File: src/rtl/truth_table_sweeper_if.sv
// Handshake and result bundle between a sweep requester and the truth-table sweeper.
// The requester (master) drives start and the DUT response; the sweeper (slave) drives stimulus and results.
interface truth_table_sweeper_if #(
  parameter int N_IN = 4
);
  logic            start;
  logic            dut_out;
  logic [N_IN-1:0] dut_in;
  logic            busy;
  logic            done;
  logic            pass;
  logic [N_IN:0]   err_cnt;
  logic [N_IN-1:0] first_fail;
  logic            first_fail_vld;

  modport master (
    output start, dut_out,
    input  dut_in, busy, done, pass, err_cnt, first_fail, first_fail_vld
  );

  modport slave (
    input  start, dut_out,
    output dut_in, busy, done, pass, err_cnt, first_fail, first_fail_vld
  );
endinterface

File: src/rtl/truth_table_sweeper.sv
// Walks every input vector of a combinational DUT in ascending order, holds each for HOLD
// cycles, and compares the response against the EXPECTED truth table at the last held cycle.
module truth_table_sweeper #(
  parameter int                  N_IN     = 4,
  parameter int                  HOLD     = 2,
  parameter logic [2**N_IN-1:0]  EXPECTED = 16'h8000
) (
  input logic                  clk,
  input logic                  rst,
  truth_table_sweeper_if.slave bus
);

  localparam int              HCW       = (HOLD > 1) ? $clog2(HOLD) : 1;
  localparam logic [HCW-1:0]  HOLD_LAST = HCW'(HOLD - 1);
  localparam logic [N_IN-1:0] V_LAST    = '1;

  typedef enum logic [1:0] {IDLE, RUN, DONE} state_t;

  state_t          r_state, w_state_nxt;
  logic [N_IN-1:0] r_dut_in, w_dut_in_nxt;
  logic [HCW-1:0]  r_hold_cnt, w_hold_cnt_nxt;
  logic            r_busy, w_busy_nxt;
  logic            r_done, w_done_nxt;
  logic [N_IN:0]   r_err_cnt, w_err_cnt_nxt;
  logic [N_IN-1:0] r_first_fail, w_first_fail_nxt;
  logic            r_first_fail_vld, w_first_fail_vld_nxt;

  logic w_sample;
  logic w_mismatch;

  always_ff @(posedge clk) begin
    if (rst) begin
      r_state          <= IDLE;
      r_dut_in         <= '0;
      r_hold_cnt       <= '0;
      r_busy           <= 1'b0;
      r_done           <= 1'b0;
      r_err_cnt        <= '0;
      r_first_fail     <= '0;
      r_first_fail_vld <= 1'b0;
    end else begin
      r_state          <= w_state_nxt;
      r_dut_in         <= w_dut_in_nxt;
      r_hold_cnt       <= w_hold_cnt_nxt;
      r_busy           <= w_busy_nxt;
      r_done           <= w_done_nxt;
      r_err_cnt        <= w_err_cnt_nxt;
      r_first_fail     <= w_first_fail_nxt;
      r_first_fail_vld <= w_first_fail_vld_nxt;
    end
  end

  // dut_out only reaches state through the sample edge, never an output directly
  assign w_sample   = (r_state == RUN) && (r_hold_cnt == HOLD_LAST);
  assign w_mismatch = (bus.dut_out != EXPECTED[r_dut_in]);

  always_comb begin
    w_state_nxt          = r_state;
    w_dut_in_nxt         = r_dut_in;
    w_hold_cnt_nxt       = r_hold_cnt;
    w_busy_nxt           = r_busy;
    w_done_nxt           = r_done;
    w_err_cnt_nxt        = r_err_cnt;
    w_first_fail_nxt     = r_first_fail;
    w_first_fail_vld_nxt = r_first_fail_vld;
    case (r_state)
      IDLE, DONE: begin
        if (bus.start) begin
          w_state_nxt          = RUN;
          w_dut_in_nxt         = '0;
          w_hold_cnt_nxt       = '0;
          w_busy_nxt           = 1'b1;
          w_done_nxt           = 1'b0;
          w_err_cnt_nxt        = '0;
          w_first_fail_nxt     = '0;
          w_first_fail_vld_nxt = 1'b0;
        end
      end
      RUN: begin
        if (w_sample) begin
          if (w_mismatch) begin
            w_err_cnt_nxt = r_err_cnt + (N_IN + 1)'(1);
            if (!r_first_fail_vld) begin
              w_first_fail_nxt     = r_dut_in;
              w_first_fail_vld_nxt = 1'b1;
            end
          end
          if (r_dut_in == V_LAST) begin
            w_state_nxt = DONE;
            w_busy_nxt  = 1'b0;
            w_done_nxt  = 1'b1;
          end else begin
            w_dut_in_nxt   = r_dut_in + N_IN'(1);
            w_hold_cnt_nxt = '0;
          end
        end else begin
          w_hold_cnt_nxt = r_hold_cnt + HCW'(1);
        end
      end
      default: w_state_nxt = IDLE;
    endcase
  end

  assign bus.dut_in         = r_dut_in;
  assign bus.busy           = r_busy;
  assign bus.done           = r_done;
  assign bus.pass           = r_done && (r_err_cnt == '0);
  assign bus.err_cnt        = r_err_cnt;
  assign bus.first_fail     = r_first_fail;
  assign bus.first_fail_vld = r_first_fail_vld;

endmodule
File: src/flat_wrapper.sv
// flat-port wrapper written by rule: the top's interface ports become plain ports
module truth_table_sweeper_flat 
#(
  parameter int                  N_IN     = 4,
  parameter int                  HOLD     = 2,
  parameter logic [2**N_IN-1:0]  EXPECTED = 16'h8000
)
  (clk, rst, bus_start, bus_dut_out, bus_dut_in, bus_busy, bus_done, bus_pass, bus_err_cnt, bus_first_fail, bus_first_fail_vld);
  truth_table_sweeper_if #(.N_IN(N_IN)) bus_i ();
  input logic clk;
  input logic rst;
  input wire logic [$bits(bus_i.start)-1:0] bus_start;
  input wire logic [$bits(bus_i.dut_out)-1:0] bus_dut_out;
  output wire logic [$bits(bus_i.dut_in)-1:0] bus_dut_in;
  output wire logic [$bits(bus_i.busy)-1:0] bus_busy;
  output wire logic [$bits(bus_i.done)-1:0] bus_done;
  output wire logic [$bits(bus_i.pass)-1:0] bus_pass;
  output wire logic [$bits(bus_i.err_cnt)-1:0] bus_err_cnt;
  output wire logic [$bits(bus_i.first_fail)-1:0] bus_first_fail;
  output wire logic [$bits(bus_i.first_fail_vld)-1:0] bus_first_fail_vld;
  assign bus_i.start = bus_start;
  assign bus_i.dut_out = bus_dut_out;
  assign bus_dut_in = bus_i.dut_in;
  assign bus_busy = bus_i.busy;
  assign bus_done = bus_i.done;
  assign bus_pass = bus_i.pass;
  assign bus_err_cnt = bus_i.err_cnt;
  assign bus_first_fail = bus_i.first_fail;
  assign bus_first_fail_vld = bus_i.first_fail_vld;
  truth_table_sweeper #(.N_IN(N_IN), .HOLD(HOLD), .EXPECTED(EXPECTED)) u_core (.clk(clk), .rst(rst), .bus(bus_i));
endmodule
File: config.mk
export PLATFORM = sky130hd
export DESIGN_NAME = truth_table_sweeper_flat
export DESIGN_NICKNAME = d
export VERILOG_FILES = /design/src/rtl/truth_table_sweeper_if.sv /design/src/rtl/truth_table_sweeper.sv /design/src/flat_wrapper.sv
export SDC_FILE = /design/constraint.sdc
export NUM_CORES = 1
export LEC_CHECK = 0
export ABC_CLOCK_PERIOD_IN_PS = 1800
export CORE_UTILIZATION = 44
export DETAILED_ROUTE_END_ITERATION = 8
export PLACE_DENSITY_LB_ADDON = 0.25
export SLEW_MARGIN = 40
export SYNTH_ARGS = -nofsm -noshare
export SYNTH_HDL_FRONTEND = slang
export SYNTH_SLANG_ARGS = --single-unit
File: constraint.sdc
create_clock -name clk -period 1.8 [get_ports clk]
set_input_delay 0.45 -clock clk [delete_from_list [all_inputs] [get_ports clk]]
set_output_delay 0.45 -clock clk [all_outputs]
set_load 0.1 [all_outputs]
==> metrics.md <==
| Metric | Value |
|---|---|
| Num rows | 16 |
| Worst hold path type | reg -> reg |
| CP peak stage delay | around 370 ps |
| Final hold vios | 0 |
| Post-synth EDFFs | 0 |
| Status | complete, no violations |
| Asr flop ratio synth | 0% |
| Remaining DRCs | 0 |
| Vias per std cell | 5.799 |
| Worst VDD drop | between 0.6 and 0.7 mV |
| Yosys top cell area share | between 40% and 50% |
| DRT Pass-1 Iters | 4 |
| Initial antenna violation count | 0 |
| Top Ports | 21 |
| # setup viols final | 0 |
| CTS HTree Levels | 1 |
| Overall Power | 980.3 uW |
| Post-synth top flop | dfxtp_1 |
| Synth area leader | dfxtp_1 |
| Clock buffer depth | 2 |
| Synth warn | 0 |
| Routed WL | 2757 um |
| Fmax | 0.5653 GHz |
| Pins over their slew limit | 0 |
| Seq/Total Area, Yosys | about two fifths |
| Synthesis-to-finish area growth | 61.18% |
| Post-DR wirelength/cell | 15.40 um |
| Post-route ant nets | 0 |
| Critical path arrival | 1320 ps |
| Crit Path Class | reg -> out |
| Initial core utilization | about half |
| Nets | 160 |
| Cell Area, Synth | 973.4 um2 |
| Post-synthesis cell count | approximately 120 |
| Max-Cap Viols | 0 |
| CP Depth | 4 |
| Worst hold stages | 2 |
| Worst-path cell chain | inv_1, ha_1, and4b_2, buf_12 |
| Relative slew slack | between 70% and 80% |
| DIE HEIGHT | 49.04 um |
| Die width | 49.04 um |
| Synthesized net count | between 100 and 150 |
| Crit start category | flip-flop |
| Post-DP HPWL | 1829 um |
| Static Leak | 0.0005922 uW |
| Final period utilization | ~100% |
| Post-Place Cells | between 150 and 200 |
| Routability cong. | approximately 0.90 |
| Largest net degree at the start of global routing | 14 |
| FF-to-FF path depth | 5 |
| Max Fanout on Critical Path | 2 |
| CTS tree | built |
| Finished Layout Cells | roughly 180 |
| Bufs and invs on worst path | 2 |
| Syn Area/Cell | 8.320 um2 |
| Antenna cells | 0 |
| Crit path max-delay cell type | dfxtp_4 |
| Fin crit period | 1769 ps |
| Slew at the pin closest to its max-slew limit | 439.7 ps |
| Latest clock arrival within the worst-skew pair | about 320 ps |
| DIE AREA | around 2400 um2 |
| Root buffer cell | clkbuf_4 |
| Clock transition at path regs | 120 ps |
| Core ar. | 2022 um2 |
| Clock buffer count from CTS | 3 |
| Share of layout cells above drive strength 1 | 35.53% |
| Overflow after GRT | 0 |
| WP data required | ~1400 ps |
| Vias post-DR | 1038 |
| Power Density | 624.8 nW/um2 |
| Number of global-route vias before repair | 995 |
| Sink Count | 20 |
| GRT Util Overall | between 20% and 30% |
| Worst Skew | 7.271 ps |
| First-pass GRT wire length | 4547 um |
| Starting DRT DRC Count | 35 |
| CP top delay family | flip-flops |
| Top post-synthesis cells by area | dfxtp_1, a21oi_1, nor2_1 |
| Yosys reg bits | 20 |
| Post-synthesis cell type count | 37 |
| Post-Route Utilization | 77.60% |
| Crit end category | output pin |
| IO Port Bufs | 20 |
==> state kept, by name (all words and copies together), names as in the netlist, named ones only <==
signal                     flops
u_core.bus.err_cnt             5
u_core.bus.first_fail          4
u_core.bus.busy                1
u_core.bus.dut_in              4
u_core.bus.done                1
u_core.r_state                 2
u_core.bus.first_fail_vld      1
u_core.r_hold_cnt              1
==> worst reg2reg max path, cell delays in order, from the launching register on <==
cell and delay, ps:
dfxtp_4 400, ha_1 250, nand2_1 110, nand3_1 100, or4_4 450, a2111oi_4 310
==> power breakdown <==
part	switching (uW)	internal (uW)
Sequential	10.9	445
Combinational	83.6	64.1
Clock	151	226
Total	246	735
==> path summary, 6_finish.rpt <==
| path | end | from | slack (ps) |
|---|---|---|---|
| worst max-delay path | bus_pass | u_core.bus.err_cnt[0] | 30 |
| worst min register to register | u_core.bus.dut_in[1] | u_core.bus.dut_in[1] | 520 |
| worst max register to register | flip-flop | u_core.bus.dut_in[0] | 100 |
| worst min-delay path | u_core.bus.dut_in[1] | u_core.bus.dut_in[1] | 520 |
==> stage by stage <==
| stage | cell area (um2) | hold WS, ps | TNS, ps | setup WS [ps] |
|---|---|---|---|---|
| 2_1_floorplan | 992.2 | 549.7 | -8.807 | -8.807 |
| 3_3_place_gp | 1471 | 497.1 | -1059 | -305.5 |
| 3_5_place_dp | 1471 | 504.0 | -1346 | -316.5 |
| 4_1_cts | 1559 | 525.4 | 0 | 9.089 |
| 5_1_grt | 1569 | 555.6 | -25.97 | -25.97 |
| 6_report | 1569 | 524.3 | 0 | 31.03 |
==> placed cells by master, fill, tap and decap left out, types with 3 or more instances in the layout <==
| cell | count |
|---|---|
| a21oi_1 | 11 |
| a31oi_1 | 5 |
| buf_12 | 17 |
| buf_4 | 13 |
| clkbuf_4 | 3 |
| clkdlybuf4s50_1 | 3 |
| dfxtp_1 | 9 |
| dfxtp_2 | 7 |
| dfxtp_4 | 4 |
| ha_1 | 3 |
| inv_1 | 6 |
| nand2_1 | 10 |
| nand2b_1 | 5 |
| nand3_1 | 7 |
| nor2_1 | 12 |
| nor3_1 | 3 |
| o21ai_0 | 4 |
| o32ai_1 | 4 |
==> synthesized netlist by cell type, drive strengths merged, types with 2 or more instances <==
library cell,count
o21ai,4
nor3,3
dfxtp,20
nand3,7
nand2b,5
a31oi,5
inv,7
nor2,13
nor2b,2
a21oi,11
or3,2
o32ai,4
nand2,10
ha,3
==> area by class of cell <==
class,instances,area (um2)
timing repair buffer,33,467.9
sequential,20,424.2
fill,126,452.9
clock inverter,1,30.03
clock buffer,3,22.52
tap,27,33.78
multi-input combinational,88,564.3
inverter,7,26.28
==> cells by family (layout without fill, tap and decap cells) <==
family / count (synthesis) / count (layout) / synth area share (%)
xor+xnor: 1 / 1 / 0.8999
compound gates: 32 / 32 / 21.85
mux: 1 / 1 / 1.157
buf+inv: 9 / 44 / 3.470
fa+ha+maj: 3 / 3 / 3.856
simple gates: 51 / 51 / 27.64
flops: 20 / 20 / 41.13
==> routing by layer <==
metal,share of wire [%],vias up,GRT usage (%)
met2,49,56,42.59
met3,5.8,11,5.296
met5,0,-,0
met4,3.2,0,16.67
met1,42,475,29.42
li1,-,496,-
==> what timing repair did <==
action                     CTS  global route
resized for setup            4             4
pin swaps                    0             1
buffers inserted             2             0
hold buffers                 0             0
setup endpoints to repair    2             2
Note: power is estimated with default switching activity, not from simulation.
